--- src/rtl/digit_scan_ctrl.sv ---
// Multiplexed 7-segment scan controller: paced digit select, blanked
// active-low anodes, and per-digit / per-frame strobes.
module digit_scan_ctrl #(
    parameter int DIV          = 50000,
    parameter int NUM_DIGITS   = 8,
    parameter int BLANK_CYCLES = 4
) (
    input  logic       CLK,
    input  logic       RST_N,
    input  logic       EN,
    output logic       S0,
    output logic       S1,
    output logic       S2,
    output logic [7:0] AN,
    output logic       TICK,
    output logic       FRAME
);

    localparam int CW = $clog2(DIV);
    localparam logic [CW-1:0] CNT_LAST = CW'(DIV - 1);
    localparam logic [2:0]    IDX_LAST = 3'(NUM_DIGITS - 1);

    logic [CW-1:0] cnt;
    logic [CW-1:0] cnt_nxt;
    logic [2:0]    idx;
    logic [2:0]    idx_nxt;
    logic          slot_end;
    logic          wrap;
    logic          show;

    always_comb begin
        slot_end = EN && (cnt == CNT_LAST);
        wrap     = slot_end && (idx == IDX_LAST);
        cnt_nxt  = cnt;
        idx_nxt  = idx;
        if (!EN) begin
            cnt_nxt = '0;
        end else if (slot_end) begin
            cnt_nxt = '0;
            idx_nxt = wrap ? 3'd0 : idx + 3'd1;
        end else begin
            cnt_nxt = cnt + 1'b1;
        end
        // Anodes follow the next-state slot position so blanking
        // starts on the very edge the select changes.
        show = EN && (int'(cnt_nxt) >= BLANK_CYCLES);
    end

    always_ff @(posedge CLK or negedge RST_N) begin
        if (!RST_N) begin
            cnt   <= '0;
            idx   <= 3'd0;
            AN    <= 8'hFF;
            TICK  <= 1'b0;
            FRAME <= 1'b0;
        end else begin
            cnt   <= cnt_nxt;
            idx   <= idx_nxt;
            AN    <= show ? ~(8'b1 << idx_nxt) : 8'hFF;
            TICK  <= slot_end;
            FRAME <= wrap;
        end
    end

    assign {S2, S1, S0} = idx;

endmodule

--- config.mk ---
export PLATFORM = sky130hd
export DESIGN_NAME = digit_scan_ctrl
export DESIGN_NICKNAME = d
export VERILOG_FILES = /design/src/rtl/digit_scan_ctrl.sv
export SDC_FILE = /design/constraint.sdc
export NUM_CORES = 1
export LEC_CHECK = 0
export CAP_MARGIN = 30
export CORE_ASPECT_RATIO = 0.9
export CORE_MARGIN = 1.5
export CORE_UTILIZATION = 39
export DETAILED_ROUTE_END_ITERATION = 8
export HOLD_SLACK_MARGIN = 0.05
export PLACE_DENSITY = 0.56
export SLEW_MARGIN = 20
export SYNTH_ARGS = -nofsm -noshare
export SYNTH_HDL_FRONTEND = slang
export SYNTH_SLANG_ARGS = --single-unit
--- constraint.sdc ---
create_clock -name CLK -period 5.06 [get_ports CLK]
set_input_delay 1.265 -clock CLK [delete_from_list [all_inputs] [get_ports CLK]]
set_output_delay 1.265 -clock CLK [all_outputs]
set_load 0.03 [all_outputs]
======== Word level (Yosys, flattened, before mapping) ========
Cells that the tools add are included.
storage, ports and cells
  memory bits (read-only) ................. 0
  output and inout bits ................... 13
  memories kept ........................... 0
  word-level logic and storage cells ...... 21
  register bits after elaboration ......... 29
  input bits .............................. 3
  bits in writable memories ............... 0
  latch bits .............................. 0
operators by class
  order comparisons ....................... 1
  shift operators ......................... 1
  $add $sub $neg .......................... 2
  bitwise gates (word level) .............. 1
  multipliers ............................. 0
  equality and inequality tests ........... 2
  reduce and logical (&&, ||, !) cells .... 3
  multiplexer cells ....................... 6
  divide/modulo/power cells ............... 0
operators with widths
  kind                                                                                  count
  16-bit 2-to-1 mux                                                                     2
  16-bit by 1-bit adder with 16-bit output, second input constant                       1
  16-bit equality test, second input constant                                           1
  16-bit by 3-bit greater-or-equal comparator with 1-bit output, second input constant  1
  3-bit 2-to-1 mux                                                                      3
  8-bit 2-to-1 mux                                                                      1
  8-bit NOT                                                                             1
  1-bit by 3-bit << shifter with 8-bit output, first input constant                     1
  3-bit by 1-bit adder with 3-bit output, second input constant                         1
  3-bit equality test, second input constant                                            1
  1-bit logical AND                                                                     3

======== Logic depth before layout (Yosys ltp) ========
Gate-level depths: netlist of run 1.
  word-level depth ........................ 9
  depth in mapped cells ................... 8
  mapped depth without buffers ............ 7

======== Least setup slack after synthesis of run 1 ========
Ideal clock, no wire load.
  kind .................................... input -> register
  from .................................... in EN
  to ...................................... reg idx[1]
  data arrival time ....................... 2037 ps
  library setup time ...................... 125 ps
  setup slack ............................. 2898 ps
  path buffers ............................ 0
  cell stages on the path ................. 3
  required time ........................... 4935 ps
  path through ............................ inv_1 -> nor4_4 -> mux2_2
on the way
  cells in the longest elaborated chain, start to end .. 5
ends and longest elaborated chain
  item                   line  RTL
  start, declared        10    input logic EN,
  1-bit logical AND (*)  32    slot_end = EN && (cnt == CNT_LAST);
  net slot_end           27    logic slot_end;
  1-bit logical AND      33    wrap = slot_end && (idx == IDX_LAST);
  3-bit 2-to-1 mux       40    idx_nxt = wrap ? 3'd0 : idx + 3'd1;
  3-bit 2-to-1 mux (*)   38    end else if (slot_end) begin
  3-bit 2-to-1 mux (*)   36    if (!EN) begin
  net idx_nxt[1]         26    logic [2:0] idx_nxt;
  end signal, assigned   58    idx <= idx_nxt;
  end, declared          25    logic [2:0] idx;
The timed path passes the listed nets; every way through them passes the cells marked *.

======== Final worst setup path of run 1 ========
  from .................................... reg idx[2]
  to ...................................... out S2
RTL lines
  item           line  RTL
  end, declared  13    output logic S2,
No word-level cell between the ends.

==> impl_metrics.yaml, run 1 <==
sta:
  layout_setup_ws_ps: 2234
  finalClockSkew_ps: 6.652
  min_period_ps: 2826
  tightest_slew_ps: 629.1
  rsz0062_at_grt: "no"
  finalSetupViolCount: 0
  period_share: 0.5586
  fmax_mhz: 353.8
  maxSlewViolCount: 0
  relSlewSlack: 0.5806
  setup_tns_ps: 0
  hold_viol_final: 0
logic_synthesis:
  syn_inst: 150
  synth-async-reset-ratio: 1.000
  ys_top_cells_by_count: "21 x dfrtp_1, 21 x nor2_1, 12 x nand2_1"
  synth-edff-count: 0
  synth_warnings: 0
  synth-main-ff-cell: "dfrtp_1"
  synth_nets: 156
  synth_top_cell_area_share: 0.3398
  synthTopCellsByArea: "dfrtp_1 34%, dfstp_2 14%, nor2_1 5.1%"
  yosysUniqueCellTypes: 41
  avgSynthCellArea_um2: 10.31
  synth_seq_cells: 29
  syn_area_um2: 1546
  yosysSeqAreaShare: 0.4757
  yosysTopAreaCell: "dfrtp_1"
clock_network:
  cts_max_level: 2
  cts_tree: "built"
  cts_buffers: 5
  cts-resized-gates: 0
  clk_latency_ps: 290
  cts_setup_buffers: 0
  cts_buffer_depth: 2
  clkTransAtPathRegs_ps: 60
  cts_hold_buf: 0
  cts-root-buf: "clkbuf_8"
  clock_sinks: 29
cells_and_area:
  final_cell_area_um2: 1794
  fillers: 348
  syn_to_final_growth_pct: 16.02
  multi_input_area_um2: 753.2
  num-nets-final: 171
  drive_above_1_share: 0.1807
  seq_area_um2: 735.7
  stdcell_count: 212
  n_antenna_cell: 0
floorplan:
  core_area_um2: 3757
  num_io_pins: 16
  num_rows: 21
  die_h_um: 62.74
  initial_utilization: 0.4116
  dieArea_um2: 4353
  die_w_um: 69.38
critical_path:
  crit_fanout: 11
  arrival_ps: 1560
  crit_slowest_cell: "clkdlybuf4s50_1"
  cp-end-kind: "primary output"
  path_cells: "clkdlybuf4s50_1"
  critical-path-top-delay-family: "buffers and inverters"
  crit_type: "register to primary output"
  path_buf_inv: 1
  startpoint_type: "register"
  critical_path_required_ps: 3800
  cp_slowest_stage_delay_ps: 740
min_path:
  hp-class: "register to register"
detailed_routing:
  via_per_inst: 5.278
  routedWlPerCell_um: 14.08
  vias: 1119
  drt.antenna.violating_nets: 0
  drt_iter0_drc: 40
  wirelength_um: 2986
  firstDrtPassIters: 4
  drc_errors: 0
status:
  outcome: "finished clean"
flow_run:
  max_cap_viol_count: 0
grt:
  track_usage: 0.1603
  antenna_found_initial: 0
  grt_pass1_vias: 1118
  grt_pass1_wl_um: 5306
  grt_start_max_net_pins: 30
  gr-total-overflow: 0
power_and_ir_drop:
  power.leakage_nw: 0.7369
  powerDensity_nw_per_um2: 246.1
  peakVddDrop_uv: 140.3
  power.total_mw: 0.4415
placement:
  hpwl_um: 2135
  post-place-cells: 204
  place_ws_ps: 2292
  routabilityCongestion: 0.8382
  port_buffers: 15
  placed_area_um2: 1712
[final cells by class]
class / instances / share of cell area
Multi-Input combinational cell: 111 / 0.4198
Clock buffer: 6 / 0.04045
Inverter: 2 / 0.004184
Sequential cell: 29 / 0.4100
Clock inverter: 2 / 0.005579
Tap cell: 46 / 0.03208
Timing Repair Buffer: 16 / 0.08787
[sequential cells by signal (all words and copies together) (netlist names)]
register / cells
AN: 8
FRAME: 1
TICK: 1
cnt: 16
idx: 3
[power breakdown]
part / switching, mW / internal (mW)
Clock: 0.0860 / 0.0949
Combinational: 0.0143 / 0.00748
Sequential: 0.00377 / 0.235
Total: 0.104 / 0.337
[through the flow]
stage	util	hold WS [ps]
final	0.4775	580.0
after global routing	0.4775	605.1
after CTS	0.4775	588.4
after detailed placement	0.4555	578.7
after global placement	0.4555	539.3
after floorplan	-	501.2
[per-layer routing]
| layer | global-route usage | part of all wire | up-vias |
|---|---|---|---|
| li1 | - | - | 548 |
| met1 | 0.2014 | 0.48 | 541 |
| met2 | 0.2344 | 0.45 | 23 |
| met3 | 0.07903 | 0.041 | 7 |
| met4 | 0.06618 | 0.021 | 0 |
| met5 | 0 | 0 | - |
[worst paths after layout]
kind	slack, ps	end	start	depth (start not counted)
max	2230	S2	idx[2]	1
min reg2reg	580	cnt[0]	cnt[0]	1
max in group asynchronous	3400	AN[2]	RST_N	2
min	580	cnt[0]	cnt[0]	1
min in group asynchronous	1360	cnt[14]	RST_N	2
max reg2reg	2730	AN[5]	cnt[0]	7
[cells in the final DEF (no fill, tap or decap), drive strengths merged, types with 3 or more instances in the layout]
master / netlist / final
nor2: 23 / 23
dfrtp: 21 / 21
clkdlybuf4s50: 0 / 15
nand2: 12 / 12
nand3: 11 / 11
xnor2: 9 / 9
dfstp: 8 / 8
xor2: 8 / 8
nand4: 7 / 7
clkbuf: 2 / 6
nor3: 5 / 5
nor4: 4 / 4
and3: 3 / 3
and2: 3 / 3
or3: 3 / 3
ha: 3 / 3
mux2: 3 / 3
[kinds of logic (layout without fill, tap and decap cells)]
kind of cell / Yosys count / count (layout) / synth area share
AOI/OAI and AO/OA: 9 / 9 / 0.04208
xor gates and xnor gates: 17 / 17 / 0.09628
adders and majority gates: 3 / 3 / 0.02427
buffers and inverters: 10 / 26 / 0.03721
DFF: 29 / 29 / 0.4757
muxes: 3 / 3 / 0.02184
and+or+nand+nor: 79 / 79 / 0.3026
Power figures use the tool's default switching activity.
==> run 2, diff against run 1 <==
Clock period 5.06 ns to 2.8 ns, I/O delays scaled along.
==> run 2 against run 1 <==
Global-route usage down 0.074 points; sequential cell count is the same; via count increased by 0.71%; worst hold slack got worse by 31 ps; clock-buffer cell count rose by 2; critical path depth unchanged; die area unchanged; non-clock buffer count is 1 higher; critical path type unchanged.
==> impl_metrics.yaml, run 2 (same netlist as run 1, synthesis figures left out) <==
status:
  outcome: "finished clean"
sta:
  finalClockSkew_ps: 4.167
  whs_ps: 549.0
  period_share: 0.7993
  min_period_ps: 2238
  tightest_slew_ps: 463.5
  setup_tns_ps: 0
  hold_viol_final: 0
  maxSlewViolCount: 0
  finalSetupViolCount: 0
  rsz0062_at_grt: "no"
  fmax_mhz: 446.8
  relSlewSlack: 0.6899
cells_and_area:
  drive_above_1_share: 0.1796
  reg_top3: "cnt x16, AN x8, idx x3"
  most-common-layout-cells: "21 x dfrtp_1, 21 x nor2_1, 15 x clkdlybuf4s50_1"
  num-nets-final: 172
  top_register: "cnt"
  syn_to_final_growth_pct: 16.99
  largest_reg_flops: 16
  n_antenna_cell: 0
  stdcell_count: 213
clock_network:
  cts-resized-gates: 0
  cts_setup_buffers: 0
  clkTransAtPathRegs_ps: 60
  cts_buffers: 5
  clock_sinks: 29
  cts_tree: "built"
  cts-root-buf: "clkbuf_8"
  cts_hold_buf: 0
  cts_max_level: 2
  clk_latency_ps: 280
  cts_buffer_depth: 2
grt:
  track_usage: 0.1595
  antenna_found_initial: 0
  grt_pass1_vias: 1113
  grt_start_max_net_pins: 30
  grt_pass1_wl_um: 5368
  gr-total-overflow: 0
floorplan:
  num_rows: 21
  initial_utilization: 0.4116
  num_io_pins: 16
  die_h_um: 62.74
  die_w_um: 69.38
  core_area_um2: 3757
  dieArea_um2: 4353
min_path:
  hp-class: "register to register"
detailed_routing:
  wirelength_um: 3066
  drt.antenna.violating_nets: 0
  firstDrtPassIters: 4
  drt_iter0_drc: 86
  drc_errors: 0
  vias: 1127
  via_per_inst: 5.291
  routedWlPerCell_um: 14.39
critical_path:
  path_cells: "clkdlybuf4s50_1"
  critical_path_required_ps: 2100
  cp_slowest_stage_delay_ps: 730
  startpoint_type: "register"
  r2r_slack_ps: 580
  critical-path-top-delay-family: "buffers and inverters"
  crit_slowest_cell: "clkdlybuf4s50_1"
  cp-end-kind: "primary output"
  crit_type: "register to primary output"
  crit_fanout: 11
  arrival_ps: 1540
  path_buf_inv: 1
flow_run:
  max_cap_viol_count: 0
power_and_ir_drop:
  peakVddDrop_uv: 208.9
  powerDensity_nw_per_um2: 454.2
  power.leakage_nw: 0.7423
placement:
  post-place-cells: 205
  port_buffers: 15
  hpwl_um: 2112
  routabilityCongestion: 0.8642
## run 2: cell count changes in the layout (fill, tap and decap cells not counted)
cell,delta
buf_4,+1
clkbuf_1,+1
clkbuf_8,+1
clkinv_2,-2
## run 2: area by class of cell
cell class	count	area, µm²
Fill cell	352	1948
Multi-Input combinational cell	111	753.2
Sequential cell	29	735.7
Timing Repair Buffer	17	165.2
Clock buffer	8	90.09
Tap cell	46	57.56
Inverter	2	7.507
## run 2: metal layers
layer,track usage,share of wire
met1,0.2197,0.50
met2,0.2332,0.44
met5,0,0
met3,0.04355,0.043
met4,0.07353,0.015
## run 2: where the power goes
part / switching (mW) / leakage (nW) / internal (mW)
Clock: 0.150 / 0.0455 / 0.200
Sequential: 0.00615 / 0.375 / 0.425
Combinational: 0.0268 / 0.322 / 0.0146
Total: 0.182 / 0.742 / 0.639
## run 2: final timing paths
path	cells past startpoint	startpoint	endpoint
worst max-delay path	1	idx[2]	S2
worst min-delay path	1	cnt[0]	cnt[0]
worst max register to register	7	cnt[0]	AN[0]
worst min register to register	1	cnt[0]	cnt[0]
max in group asynchronous	2	RST_N	AN[4]
min in group asynchronous	2	RST_N	cnt[1]
## run 2: worst register-to-register path: cells and delay by family, from the launching register on
kind / cells / cell delay, ps
XOR/XNOR: 1 / 170
flip-flops: 1 / 430
adder cells (fa/ha/maj): 1 / 330
AND/OR/NAND/NOR: 5 / 1220
## run 2: stage by stage
stage	util	area, µm²	setup slack, ps	total power, mW
3_5_place_dp	0.4575	1719	601.8	0.4801
2_1_floorplan	-	1546	861.2	0.4615
5_1_grt	0.4815	1809	355.4	0.8638
4_1_cts	0.4815	1809	538.1	0.8381
3_3_place_gp	0.4575	1719	611.5	0.4791
6_report	0.4815	1809	562.1	0.8218
